===== config.mk =====
export PLATFORM = sky130hd
export DESIGN_NAME = sccb_target_flat
export DESIGN_NICKNAME = d
export VERILOG_FILES = /design/src/rtl/sccb_target_if.sv /design/src/rtl/sccb_target.sv /design/src/flat_wrapper.sv
export SDC_FILE = /design/constraint.sdc
export NUM_CORES = 2
export LEC_CHECK = 0
export CORE_MARGIN = 5
export CORE_UTILIZATION = 54
export DETAILED_ROUTE_END_ITERATION = 8
export DONT_BUFFER_PORTS = 1
export GPL_ROUTABILITY_DRIVEN = 1
export PLACE_DENSITY_LB_ADDON = 0.3
export SLEW_MARGIN = 10
export SYNTH_ARGS = -nofsm -noshare
export SYNTH_HDL_FRONTEND = slang
export SYNTH_SLANG_ARGS = --single-unit

===== constraint.sdc =====
create_clock -name clk -period 6.9 [get_ports clk]
set_clock_uncertainty 0.2 [all_clocks]
set_input_delay 0.345 -clock clk [delete_from_list [all_inputs] [get_ports clk]]
set_output_delay 0.345 -clock clk [all_outputs]
set_load 0.03 [all_outputs]

===== src/rtl/sccb_target_if.sv =====
// SCCB target bundle: pad lines, write strobe, busy flag and the bench debug read port.
interface sccb_target_if #(
    parameter int REG_AW = 8
);
    logic              sioc;
    logic              siod_in;
    logic              siod_oe;
    logic              wr_valid;
    logic [REG_AW-1:0] wr_addr;
    logic [7:0]        wr_data;
    logic              busy;
    logic [REG_AW-1:0] dbg_addr;
    logic [7:0]        dbg_data;

    modport master (
        output sioc, siod_in, dbg_addr,
        input  siod_oe, wr_valid, wr_addr, wr_data, busy, dbg_data
    );

    modport slave (
        input  sioc, siod_in, dbg_addr,
        output siod_oe, wr_valid, wr_addr, wr_data, busy, dbg_data
    );
endinterface


===== src/rtl/sccb_target.sv =====
// SCCB responder with internal register file, oversampling sioc/siod on clk.
// Define SCCB_TARGET_ACK_EN to drive siod low during the 9th bit of accepted bytes.
module sccb_target #(
    parameter logic [7:0] DEV_ID      = 8'h42,
    parameter int         REG_AW      = 8,
    parameter int         SYNC_STAGES = 2
) (
    input  logic         clk,
    input  logic         rst,
    input  logic         clk_en,
    sccb_target_if.slave bus
);
    localparam logic [2:0] ST_IDLE   = 3'd0;
    localparam logic [2:0] ST_ID     = 3'd1;
    localparam logic [2:0] ST_SUB    = 3'd2;
    localparam logic [2:0] ST_WR     = 3'd3;
    localparam logic [2:0] ST_RD     = 3'd4;
    localparam logic [2:0] ST_IGNORE = 3'd5;

`ifdef SCCB_TARGET_ACK_EN
    localparam logic ACK_EN = 1'b1;
`else
    localparam logic ACK_EN = 1'b0;
`endif

    logic [SYNC_STAGES-1:0] sioc_sync_q, sioc_sync_d;
    logic [SYNC_STAGES-1:0] siod_sync_q, siod_sync_d;
    logic                   sioc_prev_q, sioc_prev_d;
    logic                   siod_prev_q, siod_prev_d;
    logic [2:0]             state_q, state_d;
    logic [3:0]             bitcnt_q, bitcnt_d;
    logic [7:0]             shift_q, shift_d;
    logic [REG_AW-1:0]      ptr_q, ptr_d;
    logic                   pend_q, pend_d;
    logic                   oe_q, oe_d;
    logic                   wr_valid_q, wr_valid_d;
    logic [REG_AW-1:0]      wr_addr_q, wr_addr_d;
    logic [7:0]             wr_data_q, wr_data_d;
    logic [7:0]             regs_q [2**REG_AW];

    logic       sioc_s, siod_s;
    logic       sioc_rise, sioc_fall;
    logic       start_det, stop_det;
    logic [7:0] rx_byte;
    logic [7:0] rd_byte;
    logic [7:0] rd_shifted;

    assign sioc_s     = sioc_sync_q[SYNC_STAGES-1];
    assign siod_s     = siod_sync_q[SYNC_STAGES-1];
    assign sioc_rise  = sioc_s & ~sioc_prev_q;
    assign sioc_fall  = ~sioc_s & sioc_prev_q;
    assign start_det  = sioc_s & siod_prev_q & ~siod_s;
    assign stop_det   = sioc_s & ~siod_prev_q & siod_s;
    assign rx_byte    = {shift_q[6:0], siod_s};
    assign rd_byte    = regs_q[ptr_q];
    assign rd_shifted = rd_byte << bitcnt_q[2:0];

    always_comb begin
        // NOTE: every _d starts from a default so no branch below can leave one unassigned (no latches).
        sioc_sync_d = {sioc_sync_q[SYNC_STAGES-2:0], bus.sioc};
        siod_sync_d = {siod_sync_q[SYNC_STAGES-2:0], bus.siod_in};
        sioc_prev_d = sioc_s;
        siod_prev_d = siod_s;
        state_d     = state_q;
        bitcnt_d    = bitcnt_q;
        shift_d     = shift_q;
        ptr_d       = ptr_q;
        pend_d      = 1'b0;
        oe_d        = oe_q;
        wr_valid_d  = 1'b0;
        wr_addr_d   = wr_addr_q;
        wr_data_d   = wr_data_q;

        // A byte completed in WR on the previous enabled cycle is committed here.
        if (pend_q) begin
            wr_valid_d = 1'b1;
            wr_addr_d  = ptr_q;
            wr_data_d  = shift_q;
            ptr_d      = ptr_q + REG_AW'(1);
        end

        if (start_det) begin
            state_d  = ST_ID;
            bitcnt_d = 4'd0;
            oe_d     = 1'b0;
        end else if (stop_det) begin
            state_d  = ST_IDLE;
            bitcnt_d = 4'd0;
            oe_d     = 1'b0;
        end else begin
            case (state_q)
                ST_ID, ST_SUB, ST_WR: begin
                    if (sioc_fall) oe_d = ACK_EN && (bitcnt_q == 4'd8);
                    if (sioc_rise) begin
                        if (bitcnt_q != 4'd8) begin
                            shift_d  = rx_byte;
                            bitcnt_d = bitcnt_q + 4'd1;
                            if (bitcnt_q == 4'd7) begin
                                if (state_q == ST_ID && rx_byte[7:1] != DEV_ID[7:1]) begin
                                    state_d  = ST_IGNORE;
                                    bitcnt_d = 4'd0;
                                end
                                if (state_q == ST_SUB) ptr_d  = REG_AW'(rx_byte);
                                if (state_q == ST_WR)  pend_d = 1'b1;
                            end
                        end else begin
                            bitcnt_d = 4'd0;
                            if (state_q == ST_ID)       state_d = shift_q[0] ? ST_RD : ST_SUB;
                            else if (state_q == ST_SUB) state_d = ST_WR;
                        end
                    end
                end
                ST_RD: begin
                    // Data changes on sioc fall; the fall before the 9th bit releases for the master NA.
                    if (sioc_fall) oe_d = (bitcnt_q == 4'd8) ? 1'b0 : ~rd_shifted[7];
                    if (sioc_rise) begin
                        if (bitcnt_q != 4'd8) begin
                            bitcnt_d = bitcnt_q + 4'd1;
                        end else begin
                            bitcnt_d = 4'd0;
                            if (siod_s) state_d = ST_IGNORE;
                            else        ptr_d   = ptr_q + REG_AW'(1);
                        end
                    end
                end
                ST_IDLE, ST_IGNORE: oe_d = 1'b0;
                default: begin
                    state_d = ST_IDLE;
                    oe_d    = 1'b0;
                end
            endcase
        end
    end

    always_ff @(posedge clk) begin
        // NOTE: non-blocking assignments so every flop samples the pre-edge value of the others.
        if (rst) begin
            sioc_sync_q <= '1;
            siod_sync_q <= '1;
            sioc_prev_q <= 1'b1;
            siod_prev_q <= 1'b1;
            state_q     <= ST_IDLE;
            bitcnt_q    <= 4'd0;
            shift_q     <= 8'd0;
            ptr_q       <= '0;
            pend_q      <= 1'b0;
            oe_q        <= 1'b0;
            wr_valid_q  <= 1'b0;
            wr_addr_q   <= '0;
            wr_data_q   <= 8'd0;
        end else if (clk_en) begin
            sioc_sync_q <= sioc_sync_d;
            siod_sync_q <= siod_sync_d;
            sioc_prev_q <= sioc_prev_d;
            siod_prev_q <= siod_prev_d;
            state_q     <= state_d;
            bitcnt_q    <= bitcnt_d;
            shift_q     <= shift_d;
            ptr_q       <= ptr_d;
            pend_q      <= pend_d;
            oe_q        <= oe_d;
            wr_valid_q  <= wr_valid_d;
            wr_addr_q   <= wr_addr_d;
            wr_data_q   <= wr_data_d;
        end
    end

    // NOTE: the register file has no reset; its contents survive rst like the real sensor's.
    always_ff @(posedge clk) begin
        if (!rst && clk_en && pend_q) regs_q[ptr_q] <= shift_q;
    end

    assign bus.siod_oe  = oe_q;
    assign bus.wr_valid = wr_valid_q & clk_en;
    assign bus.wr_addr  = wr_addr_q;
    assign bus.wr_data  = wr_data_q;
    assign bus.busy     = (state_q != ST_IDLE);
    assign bus.dbg_data = regs_q[bus.dbg_addr];
endmodule

===== src/flat_wrapper.sv =====
// flat-port wrapper written by rule: the top's interface ports become plain ports
module sccb_target_flat 
#(
    parameter logic [7:0] DEV_ID      = 8'h42,
    parameter int         REG_AW      = 8,
    parameter int         SYNC_STAGES = 2
)
  (clk, rst, clk_en, bus_sioc, bus_siod_in, bus_dbg_addr, bus_siod_oe, bus_wr_valid, bus_wr_addr, bus_wr_data, bus_busy, bus_dbg_data);
  sccb_target_if #(.REG_AW(REG_AW)) bus_i ();
  input  logic clk;
  input  logic rst;
  input  logic clk_en;
  input wire logic [$bits(bus_i.sioc)-1:0] bus_sioc;
  input wire logic [$bits(bus_i.siod_in)-1:0] bus_siod_in;
  input wire logic [$bits(bus_i.dbg_addr)-1:0] bus_dbg_addr;
  output wire logic [$bits(bus_i.siod_oe)-1:0] bus_siod_oe;
  output wire logic [$bits(bus_i.wr_valid)-1:0] bus_wr_valid;
  output wire logic [$bits(bus_i.wr_addr)-1:0] bus_wr_addr;
  output wire logic [$bits(bus_i.wr_data)-1:0] bus_wr_data;
  output wire logic [$bits(bus_i.busy)-1:0] bus_busy;
  output wire logic [$bits(bus_i.dbg_data)-1:0] bus_dbg_data;
  assign bus_i.sioc = bus_sioc;
  assign bus_i.siod_in = bus_siod_in;
  assign bus_i.dbg_addr = bus_dbg_addr;
  assign bus_siod_oe = bus_i.siod_oe;
  assign bus_wr_valid = bus_i.wr_valid;
  assign bus_wr_addr = bus_i.wr_addr;
  assign bus_wr_data = bus_i.wr_data;
  assign bus_busy = bus_i.busy;
  assign bus_dbg_data = bus_i.dbg_data;
  sccb_target #(.DEV_ID(DEV_ID), .REG_AW(REG_AW), .SYNC_STAGES(SYNC_STAGES)) u_core (.clk(clk), .rst(rst), .clk_en(clk_en), .bus(bus_i));
endmodule

==> metrics.csv <==
metric;value;unit
overall global routing resource usage;31.0;%
LEAKAGE;33.7;nW
Die X-Extent;437;microns
launch point of the worst path;bus_dbg_addr[0];
cell family contributing the most delay on the critical path;multiplexers;
clock latency reported for the late side of the worst-skew pair;860;ps
Hold Startpoint;rst;
Clock Power Share;43.9;%
synthesized netlist cell count;5015;
number of clock buffers inserted by TritonCTS;206;
period utilization;78.1;%
number of post-CTS setup repair buffers;0;
R2R Path End;u_core.bus.siod_oe;
post-route total power;25.3;mW
share of post-route cells with drive strength above 1;30.6;%
average instance area after synthesis;19.6;sq um
Internal Power;20.1;mW
Chip Height;437;microns
run status;complete, but fails checks;
reg2reg setup slack;1890;ps
Core Rows;156;
Final TNS setup;0;ps
minimum clock period after layout;5390;ps
ordered cell list for the critical path;buf_16 -> buf_16 -> mux4_2 -> mux4_2 -> mux4_2 -> mux4_2;
critical path data required time;6360;ps
vias;56800;
global route total overflow;0;
flop and latch count out of synthesis;2104;
hold buffer count at CTS;9;
Power Density;236;nW/um^2
DP HPWL;181;mm
commonest cells after routing, fill and taps aside;2048 x sky130_fd_sc_hd__edfxtp_1, 1100 x sky130_fd_sc_hd__mux4_2, 322 x sky130_fd_sc_hd__nor2_1;
Async SR Flop Fraction;0;%
relative contribution of sequential cells to total power;54.7;%
level count of the clock H-tree;4;
leading register cell type out of synthesis;sky130_fd_sc_hd__edfxtp_1;
sequential area share after synthesis;63.7;%
highest net fanout along the worst path;165;
class of the most critical setup path;primary input to output port;
Synthesis Warnings;0;
net count after synthesis;5035;
IO Count;40;
starting utilization of the core area;54.3;%
DRC errors left;0;
EDFF count, synth;2048;
Max Cap Viol;0;
area delta synth->final;9.12;%
cell with the largest stage delay on the worst path;sky130_fd_sc_hd__buf_16;
CTS clock-pin slew for the worst setup and hold paths;60;ps
DRT Pass-1 Iters;6;
Final Wtd Congestion;0.911;
Setup crit start kind;primary input;
final wirelength;299;mm
end point of the critical path;bus_dbg_data[1];
hold crit path type;primary input to flop;
type of destination of the critical path;output port;
proportion of power drawn by combinational gates;1.4;%
post-DR vias/cell;7.58;
Switching Share;20.3;%
Max rail drop VDD;0.333;mV
average detailed-routed wire length per instance;39.9;microns
worst-case clock buffer depth;3;
arrival time at the worst endpoint;4840;ps
clock sinks;2104;
max-slew headroom at the worst pin;-5.26;%
total stage count of the critical path;6;
violated checks;max-slew violations;
unrepaired setup endpoints after global routing;false;
number of hold violations in the final report;0;
initial antenna violation count;16;
cell type with the highest occurrence count on the critical path;sky130_fd_sc_hd__mux4_2;
post_cts resized;0;
count of nets left with antenna violations after detail routing;0;
vias in the first global route;55500;
Final nets;4955;
clock root buffer master;sky130_fd_sc_hd__clkbuf_16;
count of buffers inserted at the top-level ports;0;
total buffers and inverters traversed by the critical path;2;
maximum number of pins on one net before global-route repair;513;
global-route wire length before repair;418;mm
net switching component of the power;5.14;mW
slew at the pin closest to its max-slew limit;1580;ps
count of cell types in the netlist;69;
Achievable Freq;186;MHz
initial detailed-routing violation count;9390;
hold path depth;3;
worst reg-to-reg path cell count;10;
clock tree from TritonCTS;built;
placeable core region;181000;sq um
Total Die Area;191000;sq um
most common cell after layout, fill and taps aside;sky130_fd_sc_hd__edfxtp_1;
total count of max-transition violations in the final report;164;
maximum single-stage delay on the critical path;740;ps
area of the mapped netlist;98300;sq um
count of final setup violators;0;
## sequential cells by signal, indices dropped and copies added, names as in the netlist, 2 cells and up, named ones only
signal	flops
u_core.bitcnt_q	4
u_core.bus.wr_addr	8
u_core.bus.wr_data	8
u_core.ptr_q	8
u_core.regs_q	2048
u_core.shift_q	8
u_core.sioc_sync_q	2
u_core.siod_sync_q	2
u_core.state_q	3
## layer usage
layer	GRT usage (%)	up-vias	wire length, microns	part of all wire, %
li1	-	21500	-	-
met5	0	-	57	0.019
met2	45.9	4505	135000	45
met4	15.5	8	18100	6.1
met3	10.3	852	41300	14
met1	41.7	30000	104000	35
## how the worst min path moves through the flow
stage	slack (ps)	end
after floorplan	240	u_core.sioc_sync_q[0]
after global placement	220	u_core.shift_q[0]
after detailed placement	220	u_core.shift_q[0]
after CTS	180	u_core.shift_q[5]
after global routing	210	u_core.shift_q[1]
final	210	u_core.state_q[2]
## synth_stat cells (33+ instances only)
master                     number  area share, %
sky130_fd_sc_hd__a211oi_1      33           0.25
sky130_fd_sc_hd__a21oi_1       98           0.50
sky130_fd_sc_hd__a22oi_1       44           0.34
sky130_fd_sc_hd__buf_2        101           0.51
sky130_fd_sc_hd__buf_4         39           0.30
sky130_fd_sc_hd__clkbuf_1     225           0.86
sky130_fd_sc_hd__dfxtp_1       56            1.1
sky130_fd_sc_hd__edfxtp_1    2048             63
sky130_fd_sc_hd__mux2i_1      252            2.6
sky130_fd_sc_hd__mux4_2      1100             25
sky130_fd_sc_hd__nand2_1      149           0.57
sky130_fd_sc_hd__nand3_1       33           0.17
sky130_fd_sc_hd__nor2_1       327            1.2
sky130_fd_sc_hd__nor3_1        50           0.25
sky130_fd_sc_hd__o221ai_1      77           0.69
sky130_fd_sc_hd__o22ai_1       64           0.41
## tightest hold or removal path, stage by stage
cell and delay, ps:
sky130_fd_sc_hd__dlygate4sd3_1 580, sky130_fd_sc_hd__buf_12 200, sky130_fd_sc_hd__nor2_1 110
## logic make-up after synthesis
logic type	Yosys count	share of synthesized area, %
flops	2104	63.7
compound gates	431	3.07
fa+ha+maj	7	0.0891
xor+xnor	10	0.0891
simple gates	663	2.92
mux	1374	28.0
buf+inv	426	2.07
## final cells by class
cell class	instances	area [sq um]
inverter	17	66.3
timing repair buffer	121	1250
multi-input combinational	2485	33700
antenna	14	35.0
tap	2370	2970
sequential	2104	62700
clock inverter	133	1210
fill	12800	73700
clock buffer	249	5360
## power by group through the flow
| stage | combinational (mW) | sequential [mW] | clock (mW) |
|---|---|---|---|
| floorplan | 0.393 | 14.1 | 0 |
| global placement | 0.235 | 14.1 | 0 |
| detailed placement | 0.235 | 14.1 | 0 |
| CTS | 0.248 | 13.8 | 11.1 |
| global route | 0.373 | 13.8 | 11.7 |
| finish | 0.353 | 13.8 | 11.1 |
## through the flow
stage / cells / util, % / hold slack [ps] / instance area [sq um] / setup slack (ps)
after floorplan: 5015 / - / 241 / 98300 / 1250
after global placement: 7083 / 55.5 / 215 / 100000 / 1980
after detailed placement: 7084 / 55.5 / 220 / 100000 / 2150
after CTS: 7475 / 59.2 / 178 / 107000 / 2110
after global routing: 7479 / 59.2 / 207 / 107000 / 1350
final: 7493 / 59.3 / 215 / 107000 / 1510
Note: power is estimated with default switching activity, not from simulation.
